### config.mk
export PLATFORM = sky130hd
export DESIGN_NAME = alu_req_sched
export DESIGN_NICKNAME = d
export VERILOG_FILES = /design/src/rtl/alu_sched_pkg.sv /design/src/rtl/rr_arb2.sv /design/src/rtl/alu_req_sched.sv
export SDC_FILE = /design/constraint.sdc
export NUM_CORES = 1
export LEC_CHECK = 0
export BUFFER_PORTS_ARGS = -buffer_cell sky130_fd_sc_hd__buf_2
export CAP_MARGIN = 20
export CORE_MARGIN = 1
export CORE_UTILIZATION = 31
export DETAILED_ROUTE_END_ITERATION = 6
export PLACE_DENSITY_LB_ADDON = 0.05
export SKIP_LAST_GASP = 1
export SLEW_MARGIN = 20
export SYNTH_ARGS = -nofsm -noshare
export SYNTH_HDL_FRONTEND = slang
export SYNTH_SLANG_ARGS = --single-unit
export TNS_END_PERCENT = 50
### constraint.sdc
create_clock -name clk -period 1.7 [get_ports clk]
set_input_delay 0.17 -clock clk [delete_from_list [all_inputs] [get_ports clk]]
set_output_delay 0.17 -clock clk [all_outputs]
set_load 0.02 [all_outputs]
### src/rtl/alu_sched_pkg.sv
// Shared constants for the two-requester ALU scheduler: state codes,
// default widths and bit positions inside the response flag vector.
package alu_sched_pkg;

  localparam int W_DEF  = 6;
  localparam int FW_DEF = 3;

  localparam logic [1:0] ST_IDLE = 2'd0;
  localparam logic [1:0] ST_EXEC = 2'd1;
  localparam logic [1:0] ST_RESP = 2'd2;

  localparam int FLAG_GT = 2;
  localparam int FLAG_OV = 1;
  localparam int FLAG_CO = 0;

  typedef logic [2:0] rsp_flags_t;

endpackage

### src/rtl/rr_arb2.sv
// Two-way round-robin arbiter: a lone request always wins, a tie goes to the
// requester named by the pointer, and the pointer then moves past the winner.
module rr_arb2 (
  input  logic [1:0] req_i,
  input  logic       ptr_i,
  output logic [1:0] gnt_o,
  output logic       ptr_next_o
);

  always_comb begin
    gnt_o = 2'b00;
    case (req_i)
      2'b01:   gnt_o = 2'b01;
      2'b10:   gnt_o = 2'b10;
      2'b11:   gnt_o = ptr_i ? 2'b10 : 2'b01;
      default: gnt_o = 2'b00;
    endcase
  end

  always_comb begin
    ptr_next_o = ptr_i;
    if (gnt_o[0])
      ptr_next_o = 1'b1;
    else if (gnt_o[1])
      ptr_next_o = 1'b0;
  end

endmodule

### src/rtl/alu_req_sched.sv
// Shares one combinational ALU between two requesters: grants one operation at
// a time, holds it on the ALU for ALU_LAT cycles, then returns the result.
module alu_req_sched
  import alu_sched_pkg::*;
#(
  parameter int W       = W_DEF,
  parameter int FW      = FW_DEF,
  parameter int ALU_LAT = 1,
  parameter int CNT_W   = 16
) (
  input  logic             clk,
  input  logic             reset,
  input  logic             req0_valid,
  output logic             req0_ready,
  input  logic [W-1:0]     req0_a,
  input  logic [W-1:0]     req0_b,
  input  logic [FW-1:0]    req0_fxn,
  input  logic             req1_valid,
  output logic             req1_ready,
  input  logic [W-1:0]     req1_a,
  input  logic [W-1:0]     req1_b,
  input  logic [FW-1:0]    req1_fxn,
  output logic             rsp_valid,
  input  logic             rsp_ready,
  output logic             rsp_id,
  output logic [W-1:0]     rsp_ans,
  output logic [2:0]       rsp_flags,
  output logic [W-1:0]     alu_a,
  output logic [W-1:0]     alu_b,
  output logic [FW-1:0]    alu_fxn,
  input  logic [W-1:0]     alu_ans,
  input  logic             alu_cout,
  input  logic             alu_over_flow,
  input  logic             alu_greater,
  output logic             busy,
  output logic [CNT_W-1:0] op_count
);

  localparam int LW = (ALU_LAT > 1) ? $clog2(ALU_LAT) : 1;

  logic [1:0]       state_q, state_d;
  logic             ptr_q, ptr_d;
  logic [W-1:0]     a_q, b_q, ans_q;
  logic [FW-1:0]    fxn_q;
  logic             id_q;
  rsp_flags_t       flags_q;
  logic [CNT_W-1:0] cnt_q;
  logic [LW-1:0]    lat_q;

  logic [1:0] gnt;
  logic       ptr_nxt;
  logic       idle, grant, lat_done;

  rr_arb2 u_arb (
    .req_i      ({req1_valid, req0_valid}),
    .ptr_i      (ptr_q),
    .gnt_o      (gnt),
    .ptr_next_o (ptr_nxt)
  );

  assign idle     = (state_q == ST_IDLE);
  assign grant    = idle && (gnt != 2'b00);
  assign lat_done = (lat_q == '0);

  assign req0_ready = idle && gnt[0];
  assign req1_ready = idle && gnt[1];

  always_comb begin
    state_d = state_q;
    ptr_d   = ptr_q;
    case (state_q)
      ST_IDLE: if (grant) begin
        state_d = ST_EXEC;
        ptr_d   = ptr_nxt;
      end
      ST_EXEC: if (lat_done) state_d = ST_RESP;
      ST_RESP: if (rsp_ready) state_d = ST_IDLE;
      default: state_d = ST_IDLE;
    endcase
  end

  // Operand registers double as the ALU drive, so they only change on a grant.
  always_ff @(posedge clk) begin
    if (reset) begin
      state_q <= ST_IDLE;
      ptr_q   <= 1'b0;
      a_q     <= '0;
      b_q     <= '0;
      fxn_q   <= '0;
      id_q    <= 1'b0;
      ans_q   <= '0;
      flags_q <= '0;
      cnt_q   <= '0;
      lat_q   <= '0;
    end else begin
      state_q <= state_d;
      ptr_q   <= ptr_d;
      if (grant) begin
        a_q   <= gnt[1] ? req1_a   : req0_a;
        b_q   <= gnt[1] ? req1_b   : req0_b;
        fxn_q <= gnt[1] ? req1_fxn : req0_fxn;
        id_q  <= gnt[1];
        lat_q <= LW'(ALU_LAT - 1);
      end else if (state_q == ST_EXEC && !lat_done) begin
        lat_q <= lat_q - LW'(1);
      end
      if (state_q == ST_EXEC && lat_done) begin
        ans_q            <= alu_ans;
        flags_q[FLAG_GT] <= alu_greater;
        flags_q[FLAG_OV] <= alu_over_flow;
        flags_q[FLAG_CO] <= alu_cout;
      end
      if (state_q == ST_RESP && rsp_ready)
        cnt_q <= cnt_q + CNT_W'(1);
    end
  end

  assign alu_a     = a_q;
  assign alu_b     = b_q;
  assign alu_fxn   = fxn_q;
  assign rsp_valid = (state_q == ST_RESP);
  assign rsp_id    = id_q;
  assign rsp_ans   = ans_q;
  assign rsp_flags = flags_q;
  assign busy      = !idle;
  assign op_count  = cnt_q;

endmodule
==> results.md, run 1 <==
- Count of input and output buffers: 88
- Cell types with the largest area share after synthesis: sky130_fd_sc_hd__dfxtp_1 47%, sky130_fd_sc_hd__mux2i_1 13%, sky130_fd_sc_hd__nor2_1 7.1%
- Cell row count: 28
- Sequential share of the synthesized area: 47.28%
- Clk pin slew, worst setup/hold paths: 80 ps
- Post-layout instance area: 0.002635 sq mm
- Share of the synthesized area in the top cell type: 47.28%
- Maximum single-stage delay on the critical path: 580 ps
- Final-stage net count: 351
- DR DRC count: 0
- Tcrit/Tclk final: 93.33%
- Global-route wire length before repair: 6879 microns
- Post-synthesis instance area: 0.001906 sq mm
- Total routing resource utilization after global routing: 13.77%
- Synth Area in Adders: 0.6566%
- Iter 0 DRT Violations: 35
- Final setup skew: 4.381 ps
- Master cell of the clock root buffer: sky130_fd_sc_hd__clkbuf_8
- Synthesized net count: 252
- Antenna violations before repair: 0
- Pins Over Slew Limit: 0
- Number of cells on the worst hold path: 3
- Endpoint class of the critical path: flip-flop
- Diode count: 0
- Final hold violation count: 0
- Die width: 80.40 microns
- Arrival time worst endpoint: 1810 ps
- Unrepaired setup endpoints after global routing: true
- Headroom to the max-slew limit: 62.34%
- Overall routed net length: 4267 microns
- Highest clock frequency the design can meet: 630.3 MHz
- Global placer's final weighted congestion: 0.7711
- Die outline area: 0.006464 sq mm
- Worst reg-to-reg path cell count: 4
- Via density: 4.646
- Cell Area, Placed: 0.002524 sq mm
- WP depth: 4
- Pin count of the biggest net entering global routing: 31
- Post-synthesis async set-or-reset flop share: 0%
- Buffer levels on the longest clock path: 2
- Cell type group with the largest total delay on the critical path: simple AND/OR/NAND/NOR gates
- Gate count of the mapped netlist: 207
- Sequential Area: 903.4 sq um
- Avg Synthesized Cell Area: 9.206 sq um
- Areal power density over the cells: 871.8 mW/mm^2
- Simple-Gate Fraction of Synth Area: 19.89%
- Warnings from Yosys: 0
- Share of cells above drive strength 1: 38.89%
- Post-synthesis cell type with the largest combined area: sky130_fd_sc_hd__dfxtp_1
- Count of pins on the block boundary: 89
- Slew @ Worst Pin: 564.9 ps
- Num CTS Buffers: 5
- CTS H-Tree Depth: 2
- Worst-Skew Late Latency: 290 ps
- Worst IR drop on VDD: 376.9 uV
- Grt ovf: 0
- HPWL Detailed: 3192 microns
- Total leakage power: 0.001274 uW
- Type of the worst setup path: reg2reg
- Crit-path max FO: 6
- Final-report setup violation count: 0
- Number of global-route vias before repair: 1542
- Data required time at the worst endpoint: 1920 ps
- Number of synthesized register bits: 45
- Launch instance of the worst min-delay path: alu_ans[1]
- Multiplexer share of the synthesized area: 12.61%
- Cell-by-cell listing of the critical path: nand4b_4 -> or4_4 -> or3_1 -> a21oi_1
- Launching element type of the critical path: flip-flop
- Wirelength per Cell: 11.20 microns
- Path class of the lowest-slack min-delay path: in2reg
- Number of fill cells: 605
- CTS tree: built
- Area of combinational cells with multiple inputs: 948.4 sq um
- Signed area change from the synthesized netlist to the final layout: 38.28%
- Min Clock Period, post-route: 1587 ps
- Initial Utilization: 32.19%
- Run status: completed
- Remaining number of nets flagged by the antenna check after routing: 0
- Post-synth top flop: sky130_fd_sc_hd__dfxtp_1
- Post-synthesis xor/xnor area fraction: 4.137%
- Number of max-capacitance violations reported: 0
- TritonCTS sink count: 45
- Combinational family with the most area after synthesis: simple AND/OR/NAND/NOR gates
- Critical path buffer and inverter count: 0
- Slowest-stage cell, CP: sky130_fd_sc_hd__or4_4
- Number of synthesized flops with an enable pin: 0
- Count of cell types in the netlist: 31
- TritonRoute pass-1 iters: 4
- Vias after detailed routing: 1770
- Synthesized-area fraction occupied by ao, oa, aoi and oai cells: 11.95%
- Area of the core: 0.005921 sq mm
- Launching instance or port of the critical path: state_q[0]
- Final Power: 2297 uW
- Die height: 80.40 microns
- R2R Path Start: state_q[0]
-- worst reg2reg max path, stage by stage (launching register included) --
cell	delay (ps)
sky130_fd_sc_hd__dfxtp_1	320
sky130_fd_sc_hd__nand4b_4	160
sky130_fd_sc_hd__or4_4	580
sky130_fd_sc_hd__or3_1	320
sky130_fd_sc_hd__a21oi_1	140
-- path summary, 6_finish.rpt --
path | to | slack, ps
max reg2reg | op_count[11] | 110
min reg2reg | rsp_id | 460
max | op_count[11] | 110
min | rsp_ans[1] | 110
-- cells in the final DEF, fill, tap and decap left out, drive strengths merged, types with 3 or more instances in the layout --
cell type  netlist  final
xnor2            5      5
xor2             4      4
nor2            36     36
nand2            9      9
inv              7      7
dfxtp           45     45
or3              6      6
a211oi          15     15
nor2b            3      3
o21ai            7      7
a21oi           12     12
mux2i           24     24
nand3            7      7
clkbuf           5      7
buf              5    102
-- cells in the mapped netlist, types with 3 or more instances --
cell type                  count
sky130_fd_sc_hd__or3_1         5
sky130_fd_sc_hd__a211oi_1     15
sky130_fd_sc_hd__a21oi_1      12
sky130_fd_sc_hd__nor2_1       36
sky130_fd_sc_hd__xor2_1        4
sky130_fd_sc_hd__buf_1         3
sky130_fd_sc_hd__mux2i_1      24
sky130_fd_sc_hd__nand3_1       7
sky130_fd_sc_hd__nand2_1       9
sky130_fd_sc_hd__dfxtp_1      45
sky130_fd_sc_hd__o21ai_0       6
sky130_fd_sc_hd__inv_1         7
sky130_fd_sc_hd__clkbuf_1      5
sky130_fd_sc_hd__xnor2_1       5
sky130_fd_sc_hd__nor2b_1       3
-- routing by layer --
metal  wire length [microns]  share of wire, %  GRT usage (%)
met2                    1794                42          20.00
met4                      42              0.98          4.821
met3                     340               8.0          5.227
met1                    2089                49          18.41
met5                       0                 0              0
-- power by group --
group          switching, uW  internal (uW)  leakage, uW
Combinational            276            208     0.000861
Sequential              34.3           1120     0.000369
Clock                    333            323    0.0000443
Total                    643           1650      0.00127
-- sequential cells by signal, summed over array words and instances (netlist names) --
| signal | count |
|---|---|
| lat_q | 1 |
| rsp_ans | 6 |
| op_count | 16 |
| alu_a | 6 |
| rsp_flags | 3 |
| alu_b | 6 |
| ptr_q | 1 |
| state_q | 2 |
| alu_fxn | 3 |
| rsp_id | 1 |
-- per-stage QoR --
stage	utilization, %	instances	setup WS (ps)	TNS, ps	hold slack (ps)
3_5_place_dp	42.62	373	99.11	0	416.1
6_report	44.51	381	113.4	0	113.3
5_1_grt	44.51	381	-1.852	-1.852	101.4
3_3_place_gp	42.62	373	137.8	0	404.2
4_1_cts	44.21	380	26.18	0	101.9
2_1_floorplan	-	207	20.53	0	286.1
-- final cells by class --
cell class	count	area share, %
flip-flops and latches	45	34.28
clock buffers	7	3.276
repair buffers	102	21.89
inverters	7	0.9971
well taps	75	3.561
multi-input cells	145	35.99
-- kinds of logic after synthesis --
logic type | after synthesis
multiplexers | 24
adder cells (fa/ha/maj) | 1
AND/OR/NAND/NOR | 75
AO/OA/AOI/OAI | 36
buffers and inverters | 17
XOR/XNOR | 9
flip-flops | 45
-- what timing repair did --
action,CTS,global route
gates resized for setup,2,6
pin swaps,0,2
buffers inserted,0,1
setup endpoints to repair,1,4
hold buffers,0,0
Note: power is estimated with default switching activity, not from simulation.
==> run 2: changes to the inputs <==
==> constraint.sdc (replaced) <==
create_clock -name clk -period 2 [get_ports clk]
set_input_delay 0.2 -clock clk [delete_from_list [all_inputs] [get_ports clk]]
set_output_delay 0.2 -clock clk [all_outputs]
set_load 0.02 [all_outputs]
==> results.md, run 2 (synthesis results as in run 1) <==
- Run status: completed
- Worst IR drop on VDD: 338.9 uV (-10%)
- HPWL Detailed: 3104 microns (-2.8%)
- Endpoint class of the critical path: output port
- Post-layout instance area: 0.002536 sq mm (-3.8%)
- Cell Area, Placed: 0.002450 sq mm (-2.9%)
- Vias after detailed routing: 1689 (-4.6%)
- Type of the worst setup path: reg2out
- Sequential Area: 900.9 sq um (-0.28%)
- Post-Route Utilization: 42.84% (-1.7 points)
- Via density: 4.540 (-2.3%)
- CTS tree: built
- Total leakage power: 0.001222 uW (-4.1%)
- Tcrit/Tclk final: 88.75%
- Final-report setup violation count: 0 (unchanged)
- Wirelength per Cell: 11.19 microns (about the same)
- Number of max-capacitance violations reported: 0 (unchanged)
- Buffer levels on the longest clock path: 2 (unchanged)
- Master cell of the clock root buffer: sky130_fd_sc_hd__clkbuf_8
- Flip-flop count of the largest register, all copies and words added: 16 (unchanged)
- Global placer's final weighted congestion: 0.7330 (-4.9%)
- Antenna violations before repair: 0 (unchanged)
- Remaining number of nets flagged by the antenna check after routing: 0 (unchanged)
- Final hold violation count: 0 (unchanged)
- CTS H-Tree Depth: 2 (unchanged)
- Share of cells above drive strength 1: 35.35% (-3.5 points)
- Die height: 80.40 microns (unchanged)
- Top sig layer: met4
- Data required time at the worst endpoint: 1800 ps (-120 ps)
- Cell count after placement: 365 (-2.1%)
- Iter 0 DRT Violations: 45 (+29%)
- Unrepaired setup endpoints after global routing: false
- Headroom to the max-slew limit: 70.19% (+7.9 points)
- Area of the core: 0.005921 sq mm (unchanged)
- Met2 layer wire length in the routed design: 1842 microns (+2.7%)
- Die width: 80.40 microns (unchanged)
- Final TNS setup: 0 ps (unchanged)
- Highest clock frequency the design can meet: 563.4 MHz
- Grt ovf: 0 (unchanged)
- TritonRoute pass-1 iters: 4 (unchanged)
- Pins Over Slew Limit: 0 (unchanged)
- Diode count: 0 (unchanged)
- Cell row count: 28 (unchanged)
- Area of combinational cells with multiple inputs: 938.4 sq um (-1.1%)
- Final Power: 1925 uW (-16%)
- Areal power density over the cells: 759.2 mW/mm^2 (-13%)
- Slew @ Worst Pin: 447.1 ps (-117.8 ps)
- Initial Utilization: 32.19% (unchanged)
- Clk pin slew, worst setup/hold paths: 80 ps (about the same)
- Final setup skew: 4.557 ps (+0.1760 ps)
- Launching element type of the critical path: flip-flop
- Signed area change from the synthesized netlist to the final layout: 33.09%
- Min Clock Period, post-route: 1775 ps
- Met3 wire length: 264 microns (-22%)
- Die outline area: 0.006464 sq mm (unchanged)
- Final-stage net count: 342 (-2.6%)
- Count of hold buffers inserted by post-cts repair: 0 (unchanged)
- Most common cell after layout, fill and taps aside: sky130_fd_sc_hd__buf_2
- Number of fill cells: 619 (+2.3%)
- Count of input and output buffers: 88 (unchanged)
- Worst-Skew Late Latency: 290 ps (about the same)
- TritonCTS sink count: 45 (unchanged)
- M1 wire length: 2016 microns (-3.5%)
- Number of global-route vias before repair: 1569 (+1.8%)
- Arrival time worst endpoint: 1570 ps (-240 ps)
- Commonest cells after routing, fill and taps aside: 88 x sky130_fd_sc_hd__buf_2, 45 x sky130_fd_sc_hd__dfxtp_1, 36 x sky130_fd_sc_hd__nor2_1
- Final cell count without fillers: 372 (-2.4%)
- Crit-path max FO: 5 (-1)
- DR DRC count: 0 (unchanged)
- Pin count of the biggest net entering global routing: 25 (-19%)
- Total routing resource utilization after global routing: 13.93% (+0.15 points)
- Num CTS Buffers: 5 (unchanged)
- Global-route wire length before repair: 6955 microns (+1.1%)
- Number of gates resized after CTS: 0 (-2)
- Setup Buffers After CTS: 0 (unchanged)
- Path class of the lowest-slack min-delay path: in2reg
- Overall routed net length: 4164 microns (-2.4%)
- Count of pins on the block boundary: 89 (unchanged)
[run 2: cell count changes in the layout (fill, tap and decap cells not counted), moves of 2 or more]
cell                      before  now
sky130_fd_sc_hd__inv_1         5    7
sky130_fd_sc_hd__dfxtp_2       2    0
sky130_fd_sc_hd__buf_4        12    4
sky130_fd_sc_hd__inv_2         2    0
sky130_fd_sc_hd__dfxtp_1      43   45
[run 2: layout make-up]
type | instances | area share, %
tap | 75 | 3.700
inverter | 7 | 1.036
clock buffer | 7 | 3.404
multi-input combinational | 145 | 37.00
timing repair buffer | 93 | 19.34
sequential | 45 | 35.52
[run 2: final timing paths]
check	depth (start not counted)	startpoint	slack, ps	endpoint
worst max-delay path	5	state_q[1]	230	req1_ready
worst min-delay path	3	alu_ans[0]	140	rsp_ans[0]
worst max register to register	4	state_q[1]	280	op_count[11]
worst min register to register	2	rsp_id	460	rsp_id
[run 2: power breakdown]
group          switching [uW]  total, uW  internal, uW
clock network             280        555           274
logic                     226        385           159
registers                31.5        986           954
[run 2: metal layers]
metal | up-vias | track usage, %
met5 | - | 0
met4 | 0 | 5.357
met3 | 4 | 4.773
met2 | 54 | 20.76
met1 | 729 | 18.29
li1 | 902 | -
[run 2: through the flow]
step / hold WS [ps] / setup slack [ps]
2_1_floorplan: 316.1 / 262.2
3_3_place_gp: 433.1 / 330.8
3_5_place_dp: 445.6 / 301.8
4_1_cts: 132.7 / 211.7
5_1_grt: 130.5 / 116.9
6_report: 142.9 / 225.0
[run 2: critical path, stage by stage, from the launching register on]
cell and delay, ps:
sky130_fd_sc_hd__dfxtp_1 360, sky130_fd_sc_hd__nor2_1 310, sky130_fd_sc_hd__inv_1 90, sky130_fd_sc_hd__or2_2 310, sky130_fd_sc_hd__inv_1 50, sky130_fd_sc_hd__buf_2 150
